===== src/rtl/line_arbiter_n.sv =====
// N-requester line arbiter. It sits between the L1 cache ports and the single
// cacheline-adapter/L2 port, with one line transaction outstanding at a time.
//
// Handshake: each requester holds port_read/port_write, with its address and
// data, as a level until it sees its one-cycle port_resp pulse. It must drop the
// request on the cycle after the pulse. Downstream, down_read/down_write stay
// high with down_addr/down_wdata stable until down_resp pulses. They are then
// low for at least one cycle before the next grant.
module line_arbiter_n #(
  parameter  int NUM_PORTS  = 2,
  parameter  int LINE_WIDTH = 256,
  parameter  int ADDR_WIDTH = 32,
  parameter  int RR_MODE    = 1,
  localparam int IDW        = (NUM_PORTS > 1) ? $clog2(NUM_PORTS) : 1
) (
  input  logic                             clk,
  input  logic                             rst,
  input  logic [NUM_PORTS-1:0]             port_read,
  input  logic [NUM_PORTS-1:0]             port_write,
  input  logic [NUM_PORTS*ADDR_WIDTH-1:0]  port_addr,
  input  logic [NUM_PORTS*LINE_WIDTH-1:0]  port_wdata,
  output logic [LINE_WIDTH-1:0]            port_rdata,
  output logic [NUM_PORTS-1:0]             port_resp,
  output logic                             down_read,
  output logic                             down_write,
  output logic [ADDR_WIDTH-1:0]            down_addr,
  output logic [LINE_WIDTH-1:0]            down_wdata,
  input  logic [LINE_WIDTH-1:0]            down_rdata,
  input  logic                             down_resp,
  output logic                             busy,
  output logic [IDW-1:0]                   grant_id
);

  typedef enum logic {
    IDLE = 1'b0,
    BUSY = 1'b1
  } state_t;

  state_t               state_q, state_d;
  logic [IDW-1:0]       rr_ptr_q;
  logic [NUM_PORTS-1:0] req;
  logic [IDW-1:0]       winner;
  logic                 found;
  logic                 grant_now;
  logic                 done;

  assign req        = port_read | port_write;
  assign busy       = (state_q == BUSY);
  assign port_rdata = down_rdata;

  // Winner selection: lowest index in fixed mode, or the first requester found
  // scanning upward from the port after the last winner in round-robin mode.
  always_comb begin
    logic [IDW-1:0] idx;
    winner = '0;
    found  = 1'b0;
    idx    = '0;
    for (int k = 0; k < NUM_PORTS; k++) begin
      if (RR_MODE != 0) idx = IDW'((int'(rr_ptr_q) + 1 + k) % NUM_PORTS);
      else              idx = IDW'(k);
      if (!found && req[idx]) begin
        found  = 1'b1;
        winner = idx;
      end
    end
  end

  // Next state. There is no regrant on the response cycle, because the
  // return to IDLE always costs one cycle.
  always_comb begin
    state_d   = state_q;
    grant_now = 1'b0;
    done      = 1'b0;
    case (state_q)
      IDLE: begin
        if (found) begin
          state_d   = BUSY;
          grant_now = 1'b1;
        end
      end
      BUSY: begin
        if (down_resp) begin
          state_d = IDLE;
          done    = 1'b1;
        end
      end
      default: state_d = IDLE;
    endcase
  end

  // Completion pulse goes only to the granted port, on the down_resp cycle.
  always_comb begin
    port_resp = '0;
    if (done) port_resp[grant_id] = 1'b1;
  end

  // State register plus the captured transaction. A write wins over a read on
  // a port that illegally asserts both.
  always_ff @(posedge clk) begin
    if (rst) begin
      state_q    <= IDLE;
      down_read  <= 1'b0;
      down_write <= 1'b0;
      down_addr  <= '0;
      down_wdata <= '0;
      grant_id   <= '0;
      rr_ptr_q   <= IDW'(NUM_PORTS - 1);
    end else begin
      state_q <= state_d;
      if (grant_now) begin
        down_write <= port_write[winner];
        down_read  <= port_read[winner] & ~port_write[winner];
        down_addr  <= port_addr[int'(winner)*ADDR_WIDTH +: ADDR_WIDTH];
        down_wdata <= port_wdata[int'(winner)*LINE_WIDTH +: LINE_WIDTH];
        grant_id   <= winner;
        if (RR_MODE != 0) rr_ptr_q <= winner;
      end
      if (done) begin
        down_read  <= 1'b0;
        down_write <= 1'b0;
      end
    end
  end

endmodule

===== config.mk =====
export PLATFORM = sky130hd
export DESIGN_NAME = line_arbiter_n
export DESIGN_NICKNAME = d
export VERILOG_FILES = /design/src/rtl/line_arbiter_n.sv
export SDC_FILE = /design/constraint.sdc
export NUM_CORES = 1
export LEC_CHECK = 0
export ABC_AREA = 1
export ABC_CLOCK_PERIOD_IN_PS = 1500
export BUFFER_PORTS_ARGS = -buffer_cell sky130_fd_sc_hd__buf_2
export CORE_AREA = 2 2 534 536
export CTS_CLUSTER_DIAMETER = 150
export DETAILED_ROUTE_END_ITERATION = 6
export DIE_AREA = 0 0 536 538
export PLACE_DENSITY = 0.3
export SYNTH_ARGS = -nofsm -noshare
export SYNTH_HDL_FRONTEND = slang
export SYNTH_SLANG_ARGS = --single-unit

===== constraint.sdc =====
create_clock -name clk -period 1.5 [get_ports clk]
set_input_delay 0.45 -clock clk [delete_from_list [all_inputs] [get_ports clk]]
set_output_delay 0.45 -clock clk [all_outputs]
set_load 0.02 [all_outputs]

# Word level (Yosys, flattened, before mapping)
# Index checks and enable logic that the tools add are counted.
[op_classes] n_addsub=2 order_cmp=5 shifts=2 n_mux=21 bitwise=4 n_reduce_logical=4
[op_table] operator="indexed part select 512 x 10 -> 256 bit" count=1
[op_table] operator="indexed part select 64 x 7 -> 32 bit" count=1
[op_table] operator="two-way mux 1 bit" count=18
[op_table] operator="< comparator 1 x 2 -> 1 bit (second input constant)" count=4
[op_table] operator="adder 1 bit (second input constant)" count=2
[op_table] operator="logical AND 1 bit" count=2
[op_table] operator="two-way mux 2 bit" count=1
[op_table] operator="NOT 1 bit" count=2
[op_table] operator="OR 2 bit" count=1
[op_table] operator="one-hot mux 1 bit (2 select lines)" count=1
[op_table] operator="OR reduction 2 bit" count=1
[op_table] operator="AND 1 bit" count=1
[op_table] operator="demux 1 bit (select 1 bit)" count=1
[op_table] operator=">= comparator 1 bit (second input constant)" count=1
[op_table] operator="logical NOT 1 bit" count=1
[word_totals] reg_bits=293 in_bits=839 output_inout_bits=550 elab_cells=45

# Logic depth before layout (Yosys ltp)
# Gate-level depths: netlist of the first run.
[depth] word_depth=11 mapped_depth=10 ltp_nobuf=7

# Worst setup path after synthesis of the first run
# No wires, ideal clock.
[synth_timing] path_type="input -> register" from="input port_write[0]" to="register down_wdata[144]" setup_time_ns=0.117 arrival_time_ns=1.388 required_ns=1.383 slack_ns=-0.005 path_stages=8 n_path_buf=2 path_cell_list="nor2_2 nor2_2 nor2_8 buf_4 clkbuf_1 nor2_1 nor2_1 nor2_1"
[synth_between] elab_chain_cells=9 word_cells_on_any_way=14 cone_classes="1 x shift; 10 x mux; 1 x bitwise; 2 x reduce/logical"
[synth_lines] item="from (decl)" line_no="19" source="input logic [NUM_PORTS-1:0] port_write,"
[synth_lines] item="OR 2 bit *" line_no="47" source="assign req = port_read | port_write;"
[synth_lines] item="parallel branches: the longest is 8 deep, another holds indexed part select 512 x 10 -> 256 bit"
[synth_lines] item="to (signal assigned)" line_no="114" source="down_wdata <= port_wdata[int'(winner)*LINE_WIDTH +: LINE_WIDTH];"
[synth_lines] item="to (decl)" line_no="27" source="output logic [LINE_WIDTH-1:0] down_wdata,"
# Every way passes the cells marked *. The select of a mux whose other input is x is not followed.
# A chain may end at the register's enable or synchronous reset.

# Worst setup path after layout of the first run
[layout_timing] from="register state_q (netlist: busy)" to="output port_resp[0]"
[layout_between] elab_chain_cells=2
[layout_lines] item="from (decl)" line_no="39" source="state_t state_q, state_d;"
[layout_lines] item="from (signal assigned)" line_no="109" source="state_q <= state_d;"
[layout_lines] item="two-way mux 1 bit" line_no="74" source="case (state_q)"
[layout_lines] item="two-way mux 2 bit" line_no="94" source="if (done) port_resp[grant_id] = 1'b1;"
[layout_lines] item="to (decl)" line_no="23" source="output logic [NUM_PORTS-1:0] port_resp,"
# No other way between the ends.

==> impl_metrics.csv, run 1 <==
group,metric,value,unit
synthesis,yosys_warnings,0,
power_and_ir_drop,sw_frac_of_total,36.9,%
floorplan,die-area,288000,sq um
synthesis,syn_inst,2792,
synthesis,syn_area_per_cell,6.17,sq um
outcome,status,"finished with violations",
cells_and_area,final_cell_mix,"nor2_1 (659), buf_2 (582), inv_1 (295)",
route,drc,0,
setup_path,critical_path_class,"reg2out",
power_and_ir_drop,clkPwrFrac,34.7,%
synthesis,synth-seq-area-share,34.1,%
route,drt-initial-drc-count,866,
cells_and_area,final_core_util,11.9,%
route,first_pass_iters,5,
setup_path,path_cells,"buf_6, nand2_4, nor2_1, buf_4",
route,wl,166,mm
route,via_per_inst,2.87,
synthesis,yosys_most_used_dff,"dfxtp_1",
cts,cts_tree,"yes",
global_route,grt_max_degree,48,
place,io_buffers,876,
cts,clk_pin_slew,60,ps
route,ant_nets,0,
floorplan,ios,1389,
synthesis,synthArstFlopShare,0,%
setup_path,cp_max_fo,3,
route,wl_per_cell,22.4,um
power_and_ir_drop,ir_worst_vdd,0.785,mV
setup_path,cp.required,1050,ps
global_route,grtUsageTotal,10.8,%
synthesis,synth_area,17200,sq um
outcome,violations,"negative setup slack",
cts,clk_path_buf_depth,3,
cells_and_area,syn_to_final_growth,96.1,%
cells_and_area,nFillCells,33200,
timing,rsz0062_at_grt,"yes",
setup_path,path_buf_inv,2,
power_and_ir_drop,p_comb_share,36.6,%
synthesis,synth-seq-cells,293,
cells_and_area,mostFrequentLayoutCell,"nor2_1",
cells_and_area,nNetsFinal,4397,
power_and_ir_drop,p_leak,15.0,nW
setup_path,crit_arrival,1380,ps
synthesis,synth_edf_count,0,
floorplan,fp.dieW,536,um
timing,whs,103,ps
cts,cts_buffers,46,
power_and_ir_drop,cellPowerDensity,978,nW/um^2
cts,ctsRootBufferMaster,"clkbuf_16",
timing,timing.fmax,546,MHz
timing,worst_slew_pin_slew,471,ps
route,num_vias,21300,
floorplan,start_util,6.08,%
power_and_ir_drop,switching_power,12.2,mW
place,pre_cts_ws,-583,ps
global_route,antenna_found_initial,129,
power_and_ir_drop,seq_power_share,28.7,%
cts,worstSkewPairLatency,690,ps
floorplan,fp.dieH,538,um
synthesis,synthAdderAreaFrac,0,%
setup_path,cp_top_family,"flip-flops",
timing,layout_setup_ws,-331,ps
timing,period_share,122,%
global_route,grt_pass1_vias,21300,
synthesis,synth_fp_nets,3631,
power_and_ir_drop,p_int,20.8,mW
synthesis,synth_cell_types,19,
synthesis,synth-compound-area-share,8.56,%
place,dp_hpwl,134,mm
synthesis,synth_simple_gate_area_share,34.1,%
timing,setup_violations,532,
synthesis,synth_top_family_by_area,"simple AND/OR/NAND/NOR gates",
setup_path,endpoint_kind,"output port",
cells_and_area,drive_gt1_share,52.6,%
synthesis,synth_mux_area_share,0,%
cts,htreeDepth,2,
floorplan,rows,196,
floorplan,core_area,283000,sq um
setup_path,slowest_delay,330,ps
cts,cts.sinks,293,
timing,finalCriticalPeriod,1830,ps
timing,setup_tns,-45350,ps
setup_path,cp-start-kind,"flop",
timing,maxSlewHeadroom,68.6,%
place,gp_congestion,0.825,
worst_hold_path,hold_path_class,"in2reg",
run,maxCapViolCount,0,
global_route,grt_pass1_wl,205,mm
timing,slew_viol_final,0,
synthesis,synth-xor-area-share,0,%
setup_path,cpMaxStageDelayCell,"dfxtp_2",
timing,hold_viol,0,
timing,skew,36.0,ps
global_route,overflow,0,
[timing repair]
action / in CTS / in global routing
hold buffers: 23 / 0
endpoints found under the hold margin: 23 / 0
gates resized for setup: 1170 / 474
pin swaps: 54 / 169
setup buffers: 36 / 28
setup endpoints to repair: 517 / 584
cloned: 23 / 15
[state kept, by name, summed over array words and instances (netlist names)]
name	cells
busy	1
down_read	1
down_addr	32
down_wdata	256
rr_ptr_q	1
down_write	1
grant_id	1
[stage by stage]
stage,instances,power [mW],cell area [sq um]
5_1_grt,7388,34.9,33700
2_1_floorplan,2792,14.1,17200
3_5_place_dp,7162,17.8,25400
4_1_cts,7326,32.9,31500
6_report,7412,33.0,33800
3_3_place_gp,7162,17.9,25400
[worst paths after layout]
check / start / to / slack (ps) / depth (start not counted)
setup reg to reg: rr_ptr_q / down_wdata[192] / -190 / 11
hold reg to reg: grant_id / grant_id / 520 / 2
hold / removal: port_wdata[418] / down_wdata[162] / 100 / 5
setup / recovery: busy / port_resp[0] / -330 / 4
[synth_stat cells, types with 3 or more instances]
master | number | share of area, %
o21ai_1 | 9 | 0.26
nor2_1 | 864 | 19
buf_1 | 9 | 0.20
inv_1 | 297 | 6.5
a21oi_1 | 3 | 0.087
dfxtp_1 | 293 | 34
o21ai_0 | 281 | 8.2
buf_6 | 24 | 1.6
clkbuf_1 | 111 | 2.4
nor2_2 | 4 | 0.15
nand2_1 | 299 | 6.5
nand3_1 | 289 | 8.4
buf_4 | 259 | 11
buf_2 | 43 | 1.2
[tightest hold or removal path, cell delays in order]
cell and delay [ps]:
buf_2 80, nand3_2 60, nand2_1 50, nor2_1 40, nor2_1 70
[power by group through the flow]
stage	Clock, mW	Combinational [mW]	Sequential (mW)
3_5_place_dp	0	8.58	9.24
3_3_place_gp	0	8.62	9.24
5_1_grt	12.3	13.0	9.57
4_1_cts	12.1	11.2	9.48
2_1_floorplan	0	4.02	10.1
6_report	11.5	12.1	9.48
[per-layer routing]
metal | vias up | wire [um] | global-route usage [%]
met4 | 74 | 8920 | 4.98
met1 | 9682 | 67200 | 12.7
met2 | 1088 | 69200 | 16.1
li1 | 9945 | - | -
met5 | - | 567 | 0.658
met3 | 489 | 19800 | 5.42
[cells by family (layout without fill, tap and decap cells)]
family / Yosys count / after routing
flip-flops: 293 / 293
other: 0 / 58
AO/OA/AOI/OAI: 294 / 294
buffers and inverters: 745 / 1545
AND/OR/NAND/NOR: 1460 / 1460
[cell type report]
class	count	area, sq um	share of cell area [%]
antenna	58	145	0.430
clock buffer	66	1370	4.05
clock inverter	16	151	0.448
inverter	299	1140	3.39
multi-input combinational	1754	9300	27.5
sequential	293	6270	18.6
tap	3762	4710	13.9
timing repair buffer	1164	10700	31.6
(Power assumes the default switching activity.)
==> run 2: changes to the inputs <==
--- a/config.mk
+++ b/config.mk
@@ -15,2 +15,3 @@
 export PLACE_DENSITY = 0.3
+export SETUP_SLACK_MARGIN = 0.1
 export SYNTH_ARGS = -nofsm -noshare
--- a/constraint.sdc
+++ b/constraint.sdc
@@ -3,2 +3,2 @@
 set_output_delay 0.45 -clock clk [all_outputs]
-set_load 0.02 [all_outputs]
+set_load 0.1 [all_outputs]
==> run 2 against run 1 <==
  * The flow still finishes with violations (negative setup slack)
  * Register-to-register slack lost 150 ps
  * Clock-buffer cell count is the same
  * Maximum frequency shrank 6.8%
  * Clock power grew 11%
  * Critical path type unchanged
  * Core utilization grew 1.6 points
  * Design area grew 14%
  * Sequential cell count is the same
  * Global-route usage shrank 0.56 points
  * Combinational power grew 59%
==> impl_metrics.csv, run 2 (synthesized netlist as in run 1, its figures left out) <==
group,metric,value,unit
timing,timing.fmax,509,MHz
setup_path,ff2ff_setup_slack,-340,ps
setup_path,critical_path_class,"reg2out",
global_route,grtUsageTotal,10.2,%
setup_path,regToRegEndpoint,"down_wdata[82]",
setup_path,cp_max_fo,3,
global_route,antenna_found_initial,131,
route,wl,160,mm
route,drc,0,
timing,slew_viol_final,0,
timing,layout_setup_ws,-464,ps
timing,maxSlewHeadroom,74.2,%
place,gp_congestion,0.819,
cells_and_area,nNetsFinal,4551,
floorplan,core_area,283000,sq um
timing,rsz0062_at_grt,"yes",
route,first_pass_iters,5,
floorplan,fp.dieW,536,um
cells_and_area,reg_top3,"down_wdata x256, down_addr x32",
place,dp_hpwl,125,mm
cells_and_area,syn_to_final_growth,123,%
cts,htreeDepth,2,
setup_path,slowest_delay,340,ps
global_route,grt_pass1_wl,197,mm
timing,hold_viol,0,
cts,cts_buffers,49,
setup_path,worst-path-stages,4,
setup_path,cp-start-kind,"flop",
floorplan,rows,196,
run,maxCapViolCount,0,
setup_path,cpMaxStageDelayCell,"dfxtp_4",
outcome,status,"finished with violations",
setup_path,path_cells,"buf_6, nand2_8, nor2_4, buf_12",
setup_path,crit_arrival,1510,ps
cts,clk_path_buf_depth,3,
cells_and_area,largest_reg_flops,256,
global_route,overflow,0,
place,io_buffers,876,
power_and_ir_drop,ir_worst_vdd,0.852,mV
route,wl_per_cell,21.2,um
setup_path,ff2ff_path_depth,13,
worst_hold_path,hold_path_class,"in2reg",
cts,ctsRootBufferMaster,"clkbuf_16",
cts,cts.sinks,293,
setup_path,cp_top_family,"flip-flops",
outcome,violations,"negative setup slack",
timing,finalCriticalPeriod,1960,ps
timing,setup_violations,582,
global_route,grt_pass1_vias,21600,
setup_path,endpoint,"port_resp[0]",
route,via_per_inst,2.89,
cells_and_area,regMostFlops,"down_wdata",
floorplan,fp.dieH,538,um
timing,setup_tns,-95630,ps
cells_and_area,drive_gt1_share,54.2,%
power_and_ir_drop,p_leak,16.9,nW
route,num_vias,21800,
floorplan,die-area,288000,sq um
floorplan,ios,1389,
setup_path,path_buf_inv,2,
cts,clk_pin_slew,50,ps
global_route,grt_max_degree,60,
power_and_ir_drop,cellPowerDensity,1090,nW/um^2
cells_and_area,mostFrequentLayoutCell,"nor2_1",
timing,worst_slew_pin_slew,387,ps
cells_and_area,final_cell_mix,"nor2_1 (688), buf_2 (583), buf_12 (360)",
route,ant_nets,0,
timing,period_share,131,%
cells_and_area,final_core_util,13.5,%
setup_path,crit_start,"busy",
timing,skew,28.2,ps
setup_path,endpoint_kind,"output port",
route,drt-initial-drc-count,784,
setup_path,cp.required,1050,ps
floorplan,start_util,6.08,%
setup_path,reg2reg_from,"busy",
cts,worstSkewPairLatency,700,ps
cts,cts_tree,"yes",
==> run 2: layer usage <==
metal / up-vias / part of all wire (%) / wire (um) / GRT usage [%]
li1: 10300 / - / - / -
met1: 9867 / 41 / 65000 / 12.3
met2: 1145 / 43 / 68400 / 15.5
met3: 448 / 11 / 17800 / 4.66
met4: 68 / 5.0 / 8010 / 4.50
met5: - / 0.34 / 550 / 0.280
==> run 2: report_power, final <==
part | total (mW) | switching (mW) | internal, mW
Clock | 12.8 | 4.97 | 7.84
Combinational | 19.2 | 11.7 | 7.44
Sequential | 9.81 | 1.04 | 8.77
==> run 2: worst min path at each step <==
stage,cells past startpoint,to,startpoint,slack [ps]
after global routing,5,down_wdata[251],port_wdata[251],40
after CTS,5,down_wdata[200],port_wdata[456],0.2
after floorplan,2,rr_ptr_q,rr_ptr_q,500
after global placement,2,down_addr[28],down_addr[28],540
final,5,down_wdata[217],port_wdata[217],100
after detailed placement,2,down_wdata[0],down_wdata[0],540
==> run 2: worst register-to-register path: stages (launching register included) <==
cell,delay (ps)
dfxtp_4,340
buf_4,100
buf_6,90
inv_4,30
nand2_4,100
inv_12,60
buf_12,140
buf_16,150
buf_16,160
buf_8,150
clkbuf_16,150
buf_6,120
o21ai_2,110
nor2_1,60
==> run 2: final cells by class <==
type / count / area (sq um)
clock buffer: 66 / 1430
inverter: 299 / 1150
clock inverter: 23 / 310
fill: 32700 / 245000
multi-input combinational: 1754 / 9460
tap: 3762 / 4710
sequential: 293 / 6500
timing repair buffer: 1315 / 14700
antenna: 27 / 67.6
==> run 2: per-stage QoR <==
stage / hold WS (ps) / power [mW] / std cells / cell area (sq um) / worst slack, ps
floorplan: 500 / 21.4 / 2792 / 17600 / -102
global placement: 535 / 25.8 / 7177 / 29800 / -742
detailed placement: 538 / 25.8 / 7177 / 29800 / -733
CTS: 0.197 / 41.0 / 7420 / 34900 / -610
global route: 44.5 / 43.7 / 7515 / 38300 / -582
finish: 104 / 41.8 / 7539 / 38400 / -464
==> run 2: what timing repair did <==
item / CTS / global route
hold buffers: 69 / 0
pin swaps: 38 / 221
endpoints found under the setup margin: 581 / 583
resized for setup: 563 / 654
gates cloned: 28 / 37
endpoints found under the hold margin: 64 / 0
buffers inserted: 59 / 66
==> run 3: changes to the inputs <==
REMOVE_ABC_BUFFERS = 1   (was unset)
==> run 3 against run 2 <==
  * Global-route usage is 6.2 points higher
  * Routed wire length is 61% higher
  * First-iteration DRC count is 110% higher
  * Sequential cell count stayed put
  * Clock-buffer cell count is 1 higher
  * Largest power group unchanged
  * Design area is 6.0% higher
  * Clock power is 9% lower
  * Non-clock buffer count is 51 higher
  * The flow finishes with violations (design-rule violations, negative setup slack)
  * Final cell count is 1.2% higher
  * Register-to-register slack better by 20 ps
==> impl_metrics.csv, run 3 (synthesized netlist as in run 1, its figures left out) <==
group,metric,value,unit
floorplan,start_util,6.08,%
timing,whs,79.2,ps
cells_and_area,largest_reg_flops,256,
cts,cts_tree,"yes",
cells_and_area,syn_to_final_growth,136,%
cts,cts_buffers,48,
cts,cts.sinks,293,
run,maxCapViolCount,0,
outcome,violations,"design-rule violations, negative setup slack",
setup_path,crit_arrival,1510,ps
cells_and_area,reg_top3,"down_wdata x256, down_addr x32",
setup_path,reg2reg_from,"busy",
route,num_vias,24100,
cells_and_area,mostFrequentLayoutCell,"nor2_1",
route,via_per_inst,3.16,
floorplan,die-area,288000,sq um
global_route,antenna_found_initial,134,
route,first_pass_iters,7,
timing,layout_setup_ws,-458,ps
floorplan,core_area,283000,sq um
setup_path,crit_start,"grant_id",
timing,setup_violations,578,
timing,rsz0062_at_grt,"yes",
floorplan,rows,196,
power_and_ir_drop,p_comb_share,48.9,%
route,wl_per_cell,33.7,um
timing,hold_viol,0,
route,wl,257,mm
cts,worstSkewPairLatency,700,ps
cells_and_area,nNetsFinal,4601,
power_and_ir_drop,seq_power_share,23.3,%
timing,skew,31.4,ps
place,gp_congestion,0.825,
power_and_ir_drop,p_int,23.7,mW
floorplan,fp.dieW,536,um
global_route,grtUsageTotal,16.4,%
power_and_ir_drop,sw_frac_of_total,43.5,%
cells_and_area,final_core_util,14.4,%
global_route,grt_util_met1,17.9,%
timing,finalCriticalPeriod,1960,ps
timing,slew_viol_final,0,
outcome,status,"finished with violations",
cts,clk_path_buf_depth,3,
power_and_ir_drop,p_leak,17.6,nW
power_and_ir_drop,clkPwrFrac,27.8,%
cts,ctsRootBufferMaster,"clkbuf_16",
timing,maxSlewHeadroom,68.5,%
cts,htreeDepth,2,
global_route,grt_max_degree,38,
cells_and_area,regMostFlops,"down_wdata",
timing,worst_slew_pin_slew,473,ps
setup_path,cp-start-kind,"flop",
power_and_ir_drop,ir_worst_vdd,0.832,mV
setup_path,cp_max_fo,4,
place,dp_hpwl,194,mm
floorplan,ios,1389,
power_and_ir_drop,switching_power,18.3,mW
setup_path,cp.required,1050,ps
worst_hold_path,hp-start,"port_wdata[56]",
timing,period_share,131,%
setup_path,critical_path_class,"reg2out",
timing,setup_tns,-108250,ps
timing,timing.fmax,511,MHz
global_route,gr-usage-met2,21.1,%
global_route,grt_pass1_wl,293,mm
cells_and_area,final_cell_mix,"nor2_1 (603), buf_2 (582), buf_12 (381)",
power_and_ir_drop,cellPowerDensity,1030,nW/um^2
route,ant_nets,0,
cts,clk_pin_slew,60,ps
cells_and_area,drive_gt1_share,57.3,%
global_route,grt.busiest_layer,"met2",
route,drc,17,
place,pre_cts_ws,-541,ps
global_route,overflow,0,
route,drt-initial-drc-count,1619,
global_route,grt_pass1_vias,21700,
setup_path,ff2ff_path_depth,13,
place,io_buffers,876,
worst_hold_path,hold_path_class,"in2reg",
worst_hold_path,hold_depth,5,
floorplan,fp.dieH,538,um
setup_path,endpoint_kind,"output port",
global_route,grt_use_met3,16.2,%
==> run 3: cell types whose count changed in the layout (fill, tap and decap cells not counted), moves of 41 or more <==
cell           change
nor2_1            -85
diode_2           +41
nor2_4            +42
o21ai_1           -75
buf_4             -50
o21ai_0           +72
dlygate4sd3_1     +52
nand2_4           +48
nor2_2            +43
nand2_1           -54
==> run 3: worst max-delay path, stage by stage (launching register included) <==
cell	delay, ps
dfxtp_4	420
inv_1	90
nor2_4	130
buf_12	180
==> run 3: through the flow <==
| step | instance area, sq um | instances | power, mW |
|---|---|---|---|
| 2_1_floorplan | 14300 | 2346 | 18.2 |
| 6_report | 40700 | 7626 | 42.0 |
| 3_5_place_dp | 29600 | 7152 | 25.4 |
| 4_1_cts | 35400 | 7445 | 40.0 |
| 3_3_place_gp | 29600 | 7152 | 25.4 |
| 5_1_grt | 40600 | 7586 | 43.8 |
==> run 3: worst paths after layout <==
| path | endpoint | slack, ps |
|---|---|---|
| max | port_resp[1] | -460 |
| max reg2reg | down_wdata[182] | -320 |
| min | down_wdata[56] | 80 |
| min reg2reg | down_addr[23] | 510 |
==> run 3: final cells by class <==
class / count / area (sq um)
antenna: 68 / 170
clock buffer: 67 / 1370
clock inverter: 17 / 181
fill: 32400 / 243000
inverter: 299 / 1150
multi-input combinational: 1754 / 10400
sequential: 293 / 6450
tap: 3762 / 4710
timing repair buffer: 1366 / 16300
==> run 3: per-layer routing <==
layer	vias to the layer above	share of wire [%]
met5	-	1.9
met4	144	2.3
met3	371	20
met2	2079	38
met1	11100	39
li1	10400	-
==> run 3: power groups by stage <==
stage               combinational (mW)  clock [mW]  sequential [mW]
floorplan                         3.27           0             15.0
finish                            20.5        11.7             9.78
CTS                               17.9        12.3             9.77
detailed placement                15.7           0             9.74
global route                      21.5        12.4             9.88
global placement                  15.7           0             9.73
==> run 3: what timing repair did <==
item,in CTS,in global routing
cloned,39,58
setup endpoints to repair,511,586
setup buffers,49,66
hold endpoints to repair,90,0
hold buffers,121,0
resized for setup,540,1042
pin swaps,47,419
